$ cat src/rtl/piso_serializer.sv
// piso_serializer: parallel-in serial-out shifter with load handshake and ready-gated serial stream.
// Optional even-parity trailer bit when PIPO_PARITY_EN is defined.
module piso_serializer #(
    parameter int D_SIZE    = 4,
    parameter bit MSB_FIRST = 1
) (
    input  logic              clk,
    input  logic              rst,
    input  logic              load_valid,
    output logic              load_ready,
    input  logic [D_SIZE-1:0] parallel_in,
    input  logic              serial_ready,
    output logic              serial_out,
    output logic              serial_valid,
    output logic              frame_done,
    output logic              busy
);
    localparam int CW = $clog2(D_SIZE);
    localparam logic [CW-1:0] LAST = CW'(D_SIZE - 1);
    localparam int OUT = MSB_FIRST ? D_SIZE - 1 : 0;

`ifdef PIPO_PARITY_EN
    typedef enum logic [1:0] {IDLE, SHIFT, PARITY} state_t;
`else
    typedef enum logic {IDLE, SHIFT} state_t;
`endif

    state_t            state, state_n;
    logic [D_SIZE-1:0] sr, sr_n, shifted;
    logic [CW-1:0]     cnt, cnt_n;
    logic              data_last, last, accept, adv;

`ifdef PIPO_PARITY_EN
    logic par;
    always_ff @(posedge clk or posedge rst)
        if (rst) par <= 1'b0;
        else if (accept) par <= ^parallel_in;
`endif

    always_ff @(posedge clk or posedge rst)
        if (rst) begin
            state <= IDLE;
            sr    <= '0;
            cnt   <= '0;
        end else begin
            state <= state_n;
            sr    <= sr_n;
            cnt   <= cnt_n;
        end

    assign data_last = (state == SHIFT) && (cnt == LAST);
`ifdef PIPO_PARITY_EN
    assign last = (state == PARITY);
`else
    assign last = data_last;
`endif
    assign serial_out   = sr[OUT];
    assign serial_valid = (state != IDLE);
    assign busy         = serial_valid;
    assign frame_done   = last;
    assign load_ready   = (state == IDLE) || (last && serial_ready);
    assign accept       = load_valid && load_ready;
    assign adv          = serial_valid && serial_ready;
    assign shifted      = MSB_FIRST ? {sr[D_SIZE-2:0], 1'b0} : {1'b0, sr[D_SIZE-1:1]};

    // Accept wins over the final advance so back-to-back frames have no bubble.
    always_comb begin
        state_n = state;
        sr_n    = sr;
        cnt_n   = cnt;
        if (accept) begin
            state_n = SHIFT;
            sr_n    = parallel_in;
            cnt_n   = '0;
        end else if (adv && last) begin
            state_n = IDLE;
            sr_n    = '0;
            cnt_n   = '0;
        end
`ifdef PIPO_PARITY_EN
        else if (adv && data_last) begin
            state_n = PARITY;
            sr_n    = D_SIZE'(par) << OUT;
        end
`endif
        else if (adv) begin
            sr_n  = shifted;
            cnt_n = cnt + CW'(1);
        end
    end
endmodule

$ cat config.mk
export PLATFORM = sky130hd
export DESIGN_NAME = piso_serializer
export DESIGN_NICKNAME = d
export VERILOG_FILES = /design/src/rtl/piso_serializer.sv
export SDC_FILE = /design/constraint.sdc
export NUM_CORES = 1
export LEC_CHECK = 0
export ABC_CLOCK_PERIOD_IN_PS = 1500
export BUFFER_PORTS_ARGS = -buffer_cell sky130_fd_sc_hd__buf_2
export CAP_MARGIN = 10
export CORE_AREA = 2 2 39 41
export CTS_CLUSTER_DIAMETER = 80
export DETAILED_ROUTE_END_ITERATION = 8
export DIE_AREA = 0 0 41 43
export GPL_ROUTABILITY_DRIVEN = 0
export PLACE_DENSITY = 0.69
export SYNTH_ARGS = -nofsm -noshare
export SYNTH_HDL_FRONTEND = slang
export SYNTH_SLANG_ARGS = --single-unit
export TNS_END_PERCENT = 5
$ cat constraint.sdc
create_clock -name clk -period 1.5 [get_ports clk]
set_input_delay 0.225 -clock clk [delete_from_list [all_inputs] [get_ports clk]]
set_output_delay 0.225 -clock clk [all_outputs]
set_load 0.005 [all_outputs]
Yosys cells after proc, flatten, opt, wreduce, memory -nomap -nowiden
Index checks and enable logic that the tools add are counted.
Widths: inputs -> output; s select.
- RAM bits: 0
- logic and storage cells: 22
- memories: 0
- latch bits: 0
- register bits after elaboration: 7
- input bits: 8
- ROM bits: 0
- add/subtract/negate cells: 1
- shift-type cells: 0
- reduce and logical (&&, ||, !) cells: 8
- equal/unequal tests: 1
- bitwise operators: 1
- div/mod/pow operators: 0
- multipliers: 0
- order comparisons: 0
- multiplexer cells: 8
- operators with widths (kind ; count):
    $mux 4 ; 3
    $mux 2 ; 3
    $logic_and 1x1->1 ; 5
    $reduce_bool 3->1 ; 1
    $add 2x1->2 const B ; 1
    $eq 2x2->1 const B ; 1
    $mux 1 ; 2
    $reduce_bool 2->1 ; 1
    $logic_or 1x1->1 ; 1
    $not 1->1 ; 1

Longest topological paths before layout
- word-level depth: 6
- gate-level depth with buffers: 5
- depth with buffers taken out: 4

Worst setup path after synthesis
No wires, ideal clock.
- kind: reg2reg
- from: register cnt[0]
- to: register sr[1]
- arrival: 1.051 ns
- buffers on the path: 1
- cell stages (with the launch flop): 6
- path slack: 0.359 ns
- cell sequence: dfrtp_1 ha_1 buf_2 nor2b_1 a31oi_1 o221ai_1
- cells in the longest elaborated chain, start to end: 6
- RTL lines (element ; RTL line ; source):
    start: declaration ; 30 ; logic [CW-1:0] cnt, cnt_n;
    start signal: assignment ; 48 ; cnt <= cnt_n;
    $eq 2x2->1 * ; 51 ; assign data_last = (state == SHIFT) && (cnt == LAST);
    $logic_and 1x1->1 * ; 51 ;
    $logic_and 1x1->1 ; 61 ; assign load_ready = (state == IDLE) || (last && serial_ready);
    $logic_or 1x1->1 ; 61 ;
    $logic_and 1x1->1 ; 62 ; assign accept = load_valid && load_ready;
    $reduce_bool 3->1 (no source line) / $mux 4 (equally long branches) ; - ;
    end signal: assignment ; 47 ; sr <= sr_n;
    end: declaration ; 29 ; logic [D_SIZE-1:0] sr, sr_n, shifted;
Mark *: on every way between the ends. The rest lies on a longest branch, timed or not.
A chain may end at the register's enable or synchronous reset.

Worst setup path after layout
- from: register cnt[0]
- to: output load_ready
- cells in the longest elaborated chain, start to end: 4
- RTL lines (element ; RTL line ; source):
    $eq 2x2->1 ; 51 ;
    $logic_and 1x1->1 ; 51 ;
    $logic_and 1x1->1 ; 61 ;
    $logic_or 1x1->1 ; 61 ;
    end: declaration ; 10 ; output logic load_ready,
No other way between the ends.

==> results.toml <==
[outcome]
status = "finished, final reports clean"

[critical_path]
critPathMaxStageDelay_ns = 0.44
r2r_start = "busy"
cpMostUsedCell = "nand2_1"
rr_worst_depth = 3
cp_top_family = "flip-flops"
critPathKind = "reg -> out"
worst_ep_required_time_ns = 1.27
start_kind = "register"
critPathArrivalTime_ns = 1.19
r2r-end = "sr[3]"
cpMaxStageDelayCell = "dfrtp_2"
end_kind = "output pin"
cp.buffers_inverters = 1
path_cells = "ha_4, nand2_1, nand2_1, buf_2"
worstPathMaxFanout = 11
rrSetupSlack_ns = 0.24

[routing]
via_count = 400
drt-total-wl_um = 987
drc = 0
vias_per_cell = 5.33
wl_per_cell_um = 13.2
drtIter0Drc = 4
ant_nets = 0
drt_pass1_iterations = 4

[synth]
synth-simple-area-share = 0.206
synth_top_family_by_area = "simple AND/OR/NAND/NOR gates"
synth_top_area_frac = 0.379
synth.avg_cell_area_um2 = 10.0
yosysSeqAreaShare = 0.379
synthAdderAreaFrac = 0.0271
synth_xor_area_frac = 0
synth_area_leaders = "dfrtp_1, mux2i_1, nand2_1"
synth_compound_area_frac = 0.187
synth.area.mux_share = 0.108
syn_area_um2 = 462
syn-instance-count = 46
yosysUniqueCellTypes = 23
synth_area_leader_cell = "dfrtp_1"
yosysWarnings = 0
syn-num-nets = 55
yosys_register_bits = 7

[global_route]
grt_usage = 0.145
grt-ovfl-total = 0
grt_pass1_vias = 391
antenna_found_initial = 0
grt_pass1_wl_um = 1660
grt_max_degree = 13

[sta]
rsz0062_at_grt = "no"
worst_slack_ns = 0.0876
finalHoldWorstSlack_ns = 0.231
worst_pin_slew_ns = 0.438
final_hold_viol_count = 0
setup_tns_ns = 0
timing.fmax_mhz = 708
slew_violations = 0
clock_skew_ns = 0.00370
max-slew-margin-rel = 0.708
min_period_over_period = 0.942
min_period_ns = 1.41
setup_viol = 0

[clock_tree]
cts_setup_buffers = 0
cts.sinks = 7
clockBufferDepth = 2
insertion_delay_ns = 0.25
clock-root-buffer = "clkbuf_4"
cts_tree = "built"
clkTransAtPathRegs_ns = 0.05
cts_inserted_buffers = 3
cts_max_level = 1

[power_and_ir_drop]
pwr_density_cell_nw_per_um2 = 1580
vdd_drop_max_v = 0.000533
p_leak_nw = 0.270

[place]
placedInstanceArea_um2 = 510
dp_hpwl_um = 657
place_inst = 70
port_buffers = 12
dp_worst_setup_slack_ns = 0.214

[flow_run]
maxCapViolations = 0

[floorplan]
dieArea_um2 = 1760
io_pins = 13
initial_utilization = 0.334
rows = 14
core_area_um2 = 1380
die_h_um = 43
die_w_um = 41

[cells_and_area]
final_cell_mix = "buf_2, dfrtp_1, nand2_1, mux2i_1"
layout.nets = 69
drive_gt1_frac = 0.373
design_area_um2 = 561
fillers = 141
final_cells = 75
area_growth_pct = 21.4
layout_commonest_cell = "buf_2"
diodes = 0

[hold_path]
hp-class = "in -> reg"
holdPathStages = 3
min_to = "sr[3]"
hold_path_startpoint = "parallel_in[3]"
==> kinds of logic after synthesis <==
logic type | count (synthesis)
multiplexers | 5
AND/OR/NAND/NOR | 16
buffers and inverters | 7
adder cells (fa/ha/maj) | 1
flip-flops | 7
AO/OA/AOI/OAI | 10
==> worst min-delay path, delay by kind of cell <==
family	cells	cell delay (ns)
compound gates	1	0.05
buf+inv	2	0.17
==> sequential cells by signal (all words and copies together) (netlist names) <==
name	flops
busy	1
cnt	2
sr	4
==> area by class of cell <==
type	count	area, um^2	area share
clock buffer	4	26.3	0.0469
inverter	3	11.3	0.0201
multi-input combinational	32	256	0.458
sequential	7	176	0.315
tap	16	20.0	0.0357
timing repair buffer	13	70.1	0.125
==> worst max-delay path by stage <==
| stage | startpoint | end | slack, ns | cells past startpoint |
|---|---|---|---|---|
| CTS | cnt[0] | load_ready | 0.01 | 4 |
| global route | cnt[0] | load_ready | 0.005 | 4 |
| floorplan | cnt[0] | sr[1] | 0.36 | 5 |
| detailed placement | cnt[0] | load_ready | 0.21 | 4 |
| finish | cnt[0] | load_ready | 0.09 | 4 |
| global placement | cnt[0] | load_ready | 0.23 | 4 |
==> per-layer routing <==
layer	GRT usage	routed length (um)
met2	0.175	455
met5	0	0
met3	0.0471	44
met4	0.147	31
met1	0.185	454
==> repair_timing <==
| action | 4_1_cts | 5_1_grt |
|---|---|---|
| setup endpoints to repair | 2 | 2 |
| resized for setup | 1 | 2 |
| hold buffers | 1 | 0 |
| endpoints found under the hold margin | 7 | 0 |
| pin swaps | 0 | 0 |
==> cell usage after synthesis <==
| library cell | number |
|---|---|
| a22o_1 | 1 |
| buf_4 | 2 |
| a31oi_1 | 2 |
| nor2b_4 | 1 |
| a311oi_2 | 1 |
| nand2b_1 | 2 |
| ha_1 | 1 |
| dfrtp_1 | 7 |
| and2_1 | 1 |
| and2b_2 | 1 |
| buf_2 | 1 |
| nand4_1 | 1 |
| nor2b_1 | 3 |
| nand2_2 | 1 |
| o221ai_1 | 2 |
| inv_1 | 3 |
| o211ai_1 | 1 |
| mux2i_1 | 5 |
| nor2_1 | 1 |
| nand2_1 | 5 |
| a21oi_1 | 2 |
| buf_6 | 1 |
| a221oi_2 | 1 |
==> where the power goes <==
group          total, mW  leakage, nW  internal, mW  switching, mW
clock network      0.175       0.0150         0.102         0.0735
logic              0.361        0.170         0.193          0.167
registers          0.351       0.0851         0.267         0.0839
total              0.887        0.270         0.562          0.325
==> stage by stage <==
| stage | util | power, mW |
|---|---|---|
| after floorplan | - | 0.585 |
| after global placement | 0.369 | 0.653 |
| after detailed placement | 0.369 | 0.667 |
| after CTS | 0.397 | 0.864 |
| after global routing | 0.405 | 0.980 |
| final | 0.405 | 0.887 |
Note: power is estimated with default switching activity, not from simulation.
